[config.mk]
export PLATFORM = sky130hd
export DESIGN_NAME = sequential_arithmetic_logic_unit
export DESIGN_NICKNAME = d
export VERILOG_FILES = /design/src/rtl/sequential_arithmetic_logic_unit.sv
export SDC_FILE = /design/constraint.sdc
export NUM_CORES = 1
export LEC_CHECK = 0
export BUFFER_PORTS_ARGS = -buffer_cell sky130_fd_sc_hd__buf_2
export CORE_ASPECT_RATIO = 1.4
export CORE_MARGIN = 3
export CORE_UTILIZATION = 40
export DETAILED_ROUTE_END_ITERATION = 12
export GPL_TIMING_DRIVEN = 0
export MAX_ROUTING_LAYER = met4
export PLACE_DENSITY = 0.55
export SLEW_MARGIN = 20
export SYNTH_ARGS = -nofsm -noshare
export SYNTH_HDL_FRONTEND = slang
export SYNTH_SLANG_ARGS = --single-unit
[constraint.sdc]
create_clock -name Clock -period 6 [get_ports Clock]
set_clock_uncertainty 0.2 [all_clocks]
set_input_delay 0.9 -clock Clock [delete_from_list [all_inputs] [get_ports Clock]]
set_output_delay 0.9 -clock Clock [all_outputs]
set_load 0.03 [all_outputs]
[src/rtl/sequential_arithmetic_logic_unit.sv]
// Registered WIDTH-bit ALU with a Start/Busy/Done handshake. Logic, add and shift ops
// finish in one cycle; MUL/DIV/MOD iterate one bit per clock over WIDTH cycles.
module sequential_arithmetic_logic_unit #(
  parameter int WIDTH = 16
) (
  input  logic             Clock,
  input  logic             Reset,
  input  logic             Start,
  input  logic [4:0]       FunSel,
  input  logic             WF,
  input  logic [WIDTH-1:0] A,
  input  logic [WIDTH-1:0] B,
  output logic [WIDTH-1:0] ALUOut,
  output logic [3:0]       FlagsOut,
  output logic             Busy,
  output logic             Done
);

  localparam int CW = $clog2(WIDTH);

  localparam logic [4:0] OP_PASS_A = 5'h00, OP_PASS_B = 5'h01, OP_NOT_A = 5'h02,
                         OP_NOT_B  = 5'h03, OP_ADD    = 5'h04, OP_ADC   = 5'h05,
                         OP_SUB    = 5'h06, OP_AND    = 5'h07, OP_OR    = 5'h08,
                         OP_XOR    = 5'h09, OP_NAND   = 5'h0A, OP_LSL   = 5'h0B,
                         OP_LSR    = 5'h0C, OP_ASR    = 5'h0D, OP_CSL   = 5'h0E,
                         OP_CSR    = 5'h0F, OP_MUL    = 5'h10, OP_DIV   = 5'h11,
                         OP_MOD    = 5'h12;

  typedef enum logic {IDLE, ITER} stateT;
  typedef enum logic [1:0] {M_MUL, M_DIV, M_MOD} multiT;

  stateT            state, stateNext;
  logic [CW-1:0]    count;
  multiT            multiOp;
  logic             wfLatched;
  logic [WIDTH-1:0] operand, hi, lo;

  function automatic logic signedOverflow(input logic aMsb, input logic bMsb, input logic rMsb);
    return (aMsb == bMsb) && (rMsb != aMsb);
  endfunction

  logic cIn, isMulti, lastStep;
  assign cIn      = FlagsOut[2];
  assign isMulti  = (FunSel == OP_MUL) || (FunSel == OP_DIV) || (FunSel == OP_MOD);
  assign lastStep = (state == ITER) && (count == CW'(WIDTH - 1));
  assign Busy     = (state == ITER);

  logic [WIDTH:0] addSum, adcSum, subSum;
  assign addSum = {1'b0, A} + {1'b0, B};
  assign adcSum = addSum + {{WIDTH{1'b0}}, cIn};
  assign subSum = {1'b0, A} + {1'b0, ~B} + {{WIDTH{1'b0}}, 1'b1};

  logic [WIDTH-1:0] sRes;
  logic             sC, sO, sReserved;
  logic [3:0]       sFlags;

  always_comb begin
    // NOTE: every signal gets a default first so no path through the case infers a latch.
    sRes      = '0;
    sC        = FlagsOut[2];
    sO        = FlagsOut[0];
    sReserved = 1'b0;
    case (FunSel)
      OP_PASS_A: sRes = A;
      OP_PASS_B: sRes = B;
      OP_NOT_A:  sRes = ~A;
      OP_NOT_B:  sRes = ~B;
      OP_ADD: begin
        sRes = addSum[WIDTH-1:0];
        sC   = addSum[WIDTH];
        sO   = signedOverflow(A[WIDTH-1], B[WIDTH-1], addSum[WIDTH-1]);
      end
      OP_ADC: begin
        sRes = adcSum[WIDTH-1:0];
        sC   = adcSum[WIDTH];
        sO   = signedOverflow(A[WIDTH-1], B[WIDTH-1], adcSum[WIDTH-1]);
      end
      OP_SUB: begin
        sRes = subSum[WIDTH-1:0];
        sC   = subSum[WIDTH];
        sO   = signedOverflow(A[WIDTH-1], ~B[WIDTH-1], subSum[WIDTH-1]);
      end
      OP_AND:  sRes = A & B;
      OP_OR:   sRes = A | B;
      OP_XOR:  sRes = A ^ B;
      OP_NAND: sRes = ~(A & B);
      OP_LSL: begin sRes = {A[WIDTH-2:0], 1'b0};      sC = A[WIDTH-1]; end
      OP_LSR: begin sRes = {1'b0, A[WIDTH-1:1]};      sC = A[0];       end
      OP_ASR: begin sRes = {A[WIDTH-1], A[WIDTH-1:1]}; sC = A[0];      end
      OP_CSL: begin sRes = {A[WIDTH-2:0], cIn};       sC = A[WIDTH-1]; end
      OP_CSR: begin sRes = {cIn, A[WIDTH-1:1]};       sC = A[0];       end
      OP_MUL, OP_DIV, OP_MOD: ;
      default: sReserved = 1'b1;
    endcase
    sFlags = {~|sRes, sC, sRes[WIDTH-1], sO};
  end

  // One shift-add (MUL) or restoring shift-subtract (DIV/MOD) step on {hi, lo}.
  logic [WIDTH:0]   mulSum, divShift;
  logic             divFits;
  logic [WIDTH-1:0] divDiff, hiNext, loNext, iterRes;
  logic [3:0]       iterFlags;

  assign mulSum   = {1'b0, hi} + (lo[0] ? {1'b0, operand} : '0);
  assign divShift = {hi, lo[WIDTH-1]};
  assign divFits  = divShift >= {1'b0, operand};
  assign divDiff  = divShift[WIDTH-1:0] - operand;

  always_comb begin
    hiNext    = hi;
    loNext    = lo;
    iterRes   = '0;
    iterFlags = FlagsOut;
    if (multiOp == M_MUL) begin
      hiNext    = mulSum[WIDTH:1];
      loNext    = {mulSum[0], lo[WIDTH-1:1]};
      iterRes   = loNext;
      iterFlags = {~|loNext, |hiNext, loNext[WIDTH-1], FlagsOut[0]};
    end else begin
      hiNext  = divFits ? divDiff : divShift[WIDTH-1:0];
      loNext  = {lo[WIDTH-2:0], divFits};
      iterRes = (multiOp == M_MOD) ? hiNext : loNext;
      if (operand == '0) begin
        iterRes   = '1;
        iterFlags = 4'b0011;
      end else begin
        iterFlags = {~|iterRes, FlagsOut[2], iterRes[WIDTH-1], 1'b0};
      end
    end
  end

  always_ff @(posedge Clock or negedge Reset) begin
    // NOTE: sequential state uses non-blocking assignments so every register samples pre-edge values.
    if (!Reset) state <= IDLE;
    else        state <= stateNext;
  end

  always_comb begin
    stateNext = state;
    case (state)
      IDLE: if (Start && isMulti) stateNext = ITER;
      ITER: if (lastStep)         stateNext = IDLE;
      default: stateNext = IDLE;
    endcase
  end

  always_ff @(posedge Clock or negedge Reset) begin
    if (!Reset) begin
      ALUOut    <= '0;
      FlagsOut  <= '0;
      Done      <= 1'b0;
      count     <= '0;
      multiOp   <= M_MUL;
      wfLatched <= 1'b0;
      operand   <= '0;
      hi        <= '0;
      lo        <= '0;
    end else begin
      Done <= 1'b0;
      if (state == IDLE) begin
        if (Start && isMulti) begin
          count     <= '0;
          hi        <= '0;
          wfLatched <= WF;
          multiOp   <= (FunSel == OP_MUL) ? M_MUL : (FunSel == OP_DIV) ? M_DIV : M_MOD;
          operand   <= (FunSel == OP_MUL) ? A : B;
          lo        <= (FunSel == OP_MUL) ? B : A;
        end else if (Start) begin
          ALUOut <= sRes;
          if (WF && !sReserved) FlagsOut <= sFlags;
          Done <= 1'b1;
        end
      end else begin
        hi    <= hiNext;
        lo    <= loNext;
        count <= count + CW'(1);
        if (lastStep) begin
          ALUOut <= iterRes;
          if (wfLatched) FlagsOut <= iterFlags;
          Done <= 1'b1;
        end
      end
    end
  end

endmodule

==> insert_results.sql <==
INSERT INTO impl_metrics (metric_group, metric, value, unit) VALUES
('pwr', 'leakagePower', '4.73', 'nW'),
('sta', 'finalSetupTns', '0', 'ps'),
('finish', 'post-route-util', '45.3', '%'),
('finish', 'layout-drive-gt1-share', '7.59', '%'),
('global_route', 'globalRouteTotalUtil', '32.5', '%'),
('sta', 'tightest_slew', '1090', 'ps'),
('cts', 'tritoncts.num_buffers', '9', ''),
('worst_setup_path', 'timing.critical_path.from_type', 'primary input', ''),
('sta', 'grt_setup_unrepaired', 'false', ''),
('cts', 'clockBufferDepth', '2', ''),
('route', 'detailedRoute.firstPassIterationCount', '6', ''),
('placement', 'place_hpwl', '35100', 'µm'),
('floorplan', 'starting_utilization_of_the_core_area', '41.2', '%'),
('finish', 'stdcell_area', '11000', 'µm²'),
('logic_synthesis', 'synth_cell_type_count', '79', ''),
('finish', 'layout.nets', '1577', ''),
('logic_synthesis', 'synth_edf_count', '0', ''),
('logic_synthesis', 'postSynth.topFlopCell', 'dfrtp_1', ''),
('sta', 'final_max_tran_viols', '0', ''),
('cts', 'clkSinkCount', '77', ''),
('global_route', 'vias_in_the_first_global_route', '11000', ''),
('cts', 'cts.root.buffer_cell', 'clkbuf_16', ''),
('route', 'routedWlPerCell', '24.7', 'µm'),
('logic_synthesis', 'synth.yosys.warnings', '0', ''),
('global_route', 'largest_net_degree_at_the_start_of_global_routing', '41', ''),
('floorplan', 'placeableCoreArea', '24200', 'µm²'),
('route', 'totalWireLength', '43400', 'µm'),
('logic_synthesis', 'post_synth_inst_count', '1374', ''),
('worst_setup_path', 'path_max_fanout', '6', ''),
('outcome', 'outcome', 'finished, final reports clean', ''),
('worst_setup_path', 'critical_path_class', 'in2reg', ''),
('global_route', 'grt.overflow.total', '0', ''),
('pwr', 'peak_vdd_ir', '0.328', 'mV'),
('sta', 'period_share', '89.9', '%'),
('worst_setup_path', 'worst-endpoint-arrival', '5490', 'ps'),
('cts', 'cts_setup_buffers', '0', ''),
('logic_synthesis', 'yosysSeqAreaShare', '19.3', '%'),
('min_path', 'hold_depth', '2', ''),
('worst_setup_path', 'end_kind', 'flip-flop', ''),
('global_route', 'antenna_violations_before_repair', '0', ''),
('min_path', 'holdCritPathClass', 'reg2reg', ''),
('cts', 'clock_tree.htree_level_count', '3', ''),
('finish', 'synthToLayoutAreaGrowth', '9.85', '%'),
('logic_synthesis', 'synth.net_count', '1506', ''),
('finish', 'diodes', '0', ''),
('logic_synthesis', 'syn_avg_cell_area', '7.27', 'µm²'),
('placement', 'globalplace.congestion', '0.994', ''),
('cts', 'postCtsHoldBufs', '0', ''),
('sta', 'period_needed', '5390', 'ps'),
('worst_setup_path', 'r2r_cells', '14', ''),
('floorplan', 'row_count', '67', ''),
('route', 'drc_errors', '0', ''),
('finish', 'instances_no_fill', '1759', ''),
('sta', 'clock.fmax', '185', 'MHz'),
('cts', 'clkLatencyLatePin', '350', 'ps'),
('global_route', 'first_pass_grt_wire_length', '65500', 'µm'),
('cts', 'cts_repair_resize_count', '0', ''),
('cts', 'clk_pin_slew_worst_paths', '60', 'ps'),
('placement', 'portBuffers', '59', ''),
('route', 'number_of_nets_with_antenna_violations_after_detailed_routing', '0', ''),
('route', 'vias', '11000', ''),
('logic_synthesis', 'netlist_area', '9990', 'µm²'),
('cts', 'cts_tree', 'built', ''),
('floorplan', 'floorplan.die_area', '26900', 'µm²'),
('placement', 'post_dp_cell_area', '10700', 'µm²'),
('logic_synthesis', 'ys_ff_latch', '77', ''),
('floorplan', 'io-pin-count', '63', ''),
('sta', 'final_report_setup_violation_count', '0', ''),
('logic_synthesis', 'synth_async_sr_flop_share', '100', '%'),
('sta', 'worst_slew_margin_rel', '26.8', '%'),
('worst_setup_path', 'required_time_of_the_critical_path', '6100', 'ps'),
('floorplan', 'die_width', '140', 'µm'),
('floorplan', 'chipHeight', '193', 'µm'),
('finish', 'n_fill_cell', '2570', ''),
('route', 'drt_iter0_markers', '972', ''),
('route', 'detail_route.vias_per_cell', '6.28', ''),
('sta', 'report.final.hold_viol_count', '0', ''),
('pwr', 'power_per_cell_area', '524', 'nW/µm²'),
('placement', 'place.detailed.instances', '1744', ''),
('flow_run', 'max-cap-violations', '0', '');
metal layers:
| metal | wire, µm | global-route usage [%] | up-vias |
|---|---|---|---|
| met2 | 21300 | 55.7 | 485 |
| met1 | 16700 | 36.4 | 5234 |
| met5 | 0 | - | - |
| met4 | 3140 | 20.4 | 0 |
| li1 | - | - | 5173 |
| met3 | 2260 | 3.70 | 151 |
path summary, 6_finish.rpt:
check / from / end / slack [ps]
max: A[0] / FlagsOut[3] / 610
min: ALUOut[1] / ALUOut[1] / 300
max reg2reg: lo[15] / FlagsOut[3] / 1310
min reg2reg: ALUOut[1] / ALUOut[1] / 300
max in group asynchronous: Reset / ALUOut[2] / 4680
min in group asynchronous: Reset / hi[4] / 320
placed cells by master (no fill, tap or decap), drive strengths merged, types with 20 or more instances in the layout:
cell type	Yosys	routed
and2	30	30
a211oi	37	37
nand3	34	34
nor4	20	20
o21ai	106	106
clkbuf	68	79
mux2i	25	25
a31oi	24	24
xnor2	42	42
dfrtp	77	77
nor2	140	140
nor3	25	25
nand2	144	144
ha	87	87
o211ai	22	22
xor2	23	23
a21oi	114	114
inv	75	75
buf	17	77
a221oi	21	21
layout make-up:
cell class | instances | area, µm² | area share (%)
multi-input cells | 1137 | 7450 | 67.9
flip-flops and latches | 77 | 1930 | 17.6
well taps | 310 | 388 | 3.54
plain buffers | 85 | 338 | 3.08
repair buffers | 60 | 325 | 2.97
inverters | 75 | 282 | 2.57
clock buffers | 11 | 233 | 2.12
clock inverters | 4 | 26.3 | 0.240
report_power, final:
group | total, W | switching, W | internal [W]
registers | 0.00110 | 0.000304 | 0.000800
clock network | 0.000499 | 0.000222 | 0.000277
logic | 0.00415 | 0.00265 | 0.00150
total | 0.00575 | 0.00317 | 0.00258
cells in the mapped netlist (11+ instances only):
cell | count | share of area [%]
nand4_1 | 12 | 0.75
o21ai_0 | 105 | 5.3
xor2_1 | 23 | 2.0
o22ai_1 | 11 | 0.69
nor2_1 | 140 | 5.3
nor4_1 | 20 | 1.3
nand3_1 | 34 | 1.7
a21oi_1 | 114 | 5.7
nor3_1 | 24 | 1.2
and2_1 | 29 | 1.8
o211ai_1 | 22 | 1.7
dfrtp_1 | 77 | 19
inv_1 | 75 | 2.8
nand2_1 | 144 | 5.4
mux2i_1 | 25 | 2.5
ha_1 | 87 | 11
a31oi_1 | 24 | 1.5
a221oi_1 | 21 | 1.8
or3_1 | 11 | 0.69
clkbuf_1 | 68 | 2.6
xnor2_1 | 42 | 3.7
a211oi_1 | 35 | 2.6
a21o_1 | 19 | 1.4
o21a_1 | 11 | 0.83
worst max-delay path, stage by stage:
cell	delay [ps]
buf_2	170
ha_1	300
fa_1	390
buf_2	190
a211oi_2	410
nor2_1	120
nor4_1	950
nand3_1	190
xor2_1	200
a21oi_1	370
nand4_1	170
a2111oi_0	440
nand3_1	130
nor4_1	350
o32a_2	210
registers in the layout (all words and copies together), names as in the netlist:
register   cells
Done           1
hi            16
wfLatched      1
FlagsOut       4
multiOp        2
lo            16
Busy           1
ALUOut        16
operand       16
count          4
logic make-up (layout without fill, tap and decap cells):
logic type / after synthesis / in the layout / synth area share, %
AOI/OAI and AO/OA: 465 / 465 / 30.6
xor gates and xnor gates: 66 / 66 / 5.93
adders and majority gates: 91 / 91 / 11.7
buffers and inverters: 160 / 235 / 6.20
DFF: 77 / 77 / 19.3
muxes: 29 / 29 / 2.96
and+or+nand+nor: 486 / 486 / 23.3
through the flow:
stage | hold slack (ps) | total power, W | worst slack (ps)
4_1_cts | 303 | 0.00569 | 702
2_1_floorplan | 276 | 0.00388 | 1470
6_report | 300 | 0.00575 | 609
3_5_place_dp | 290 | 0.00517 | 340
5_1_grt | 336 | 0.00621 | 512
3_3_place_gp | 282 | 0.00517 | 389
No activity file was read; power rests on OpenSTA's default activity.
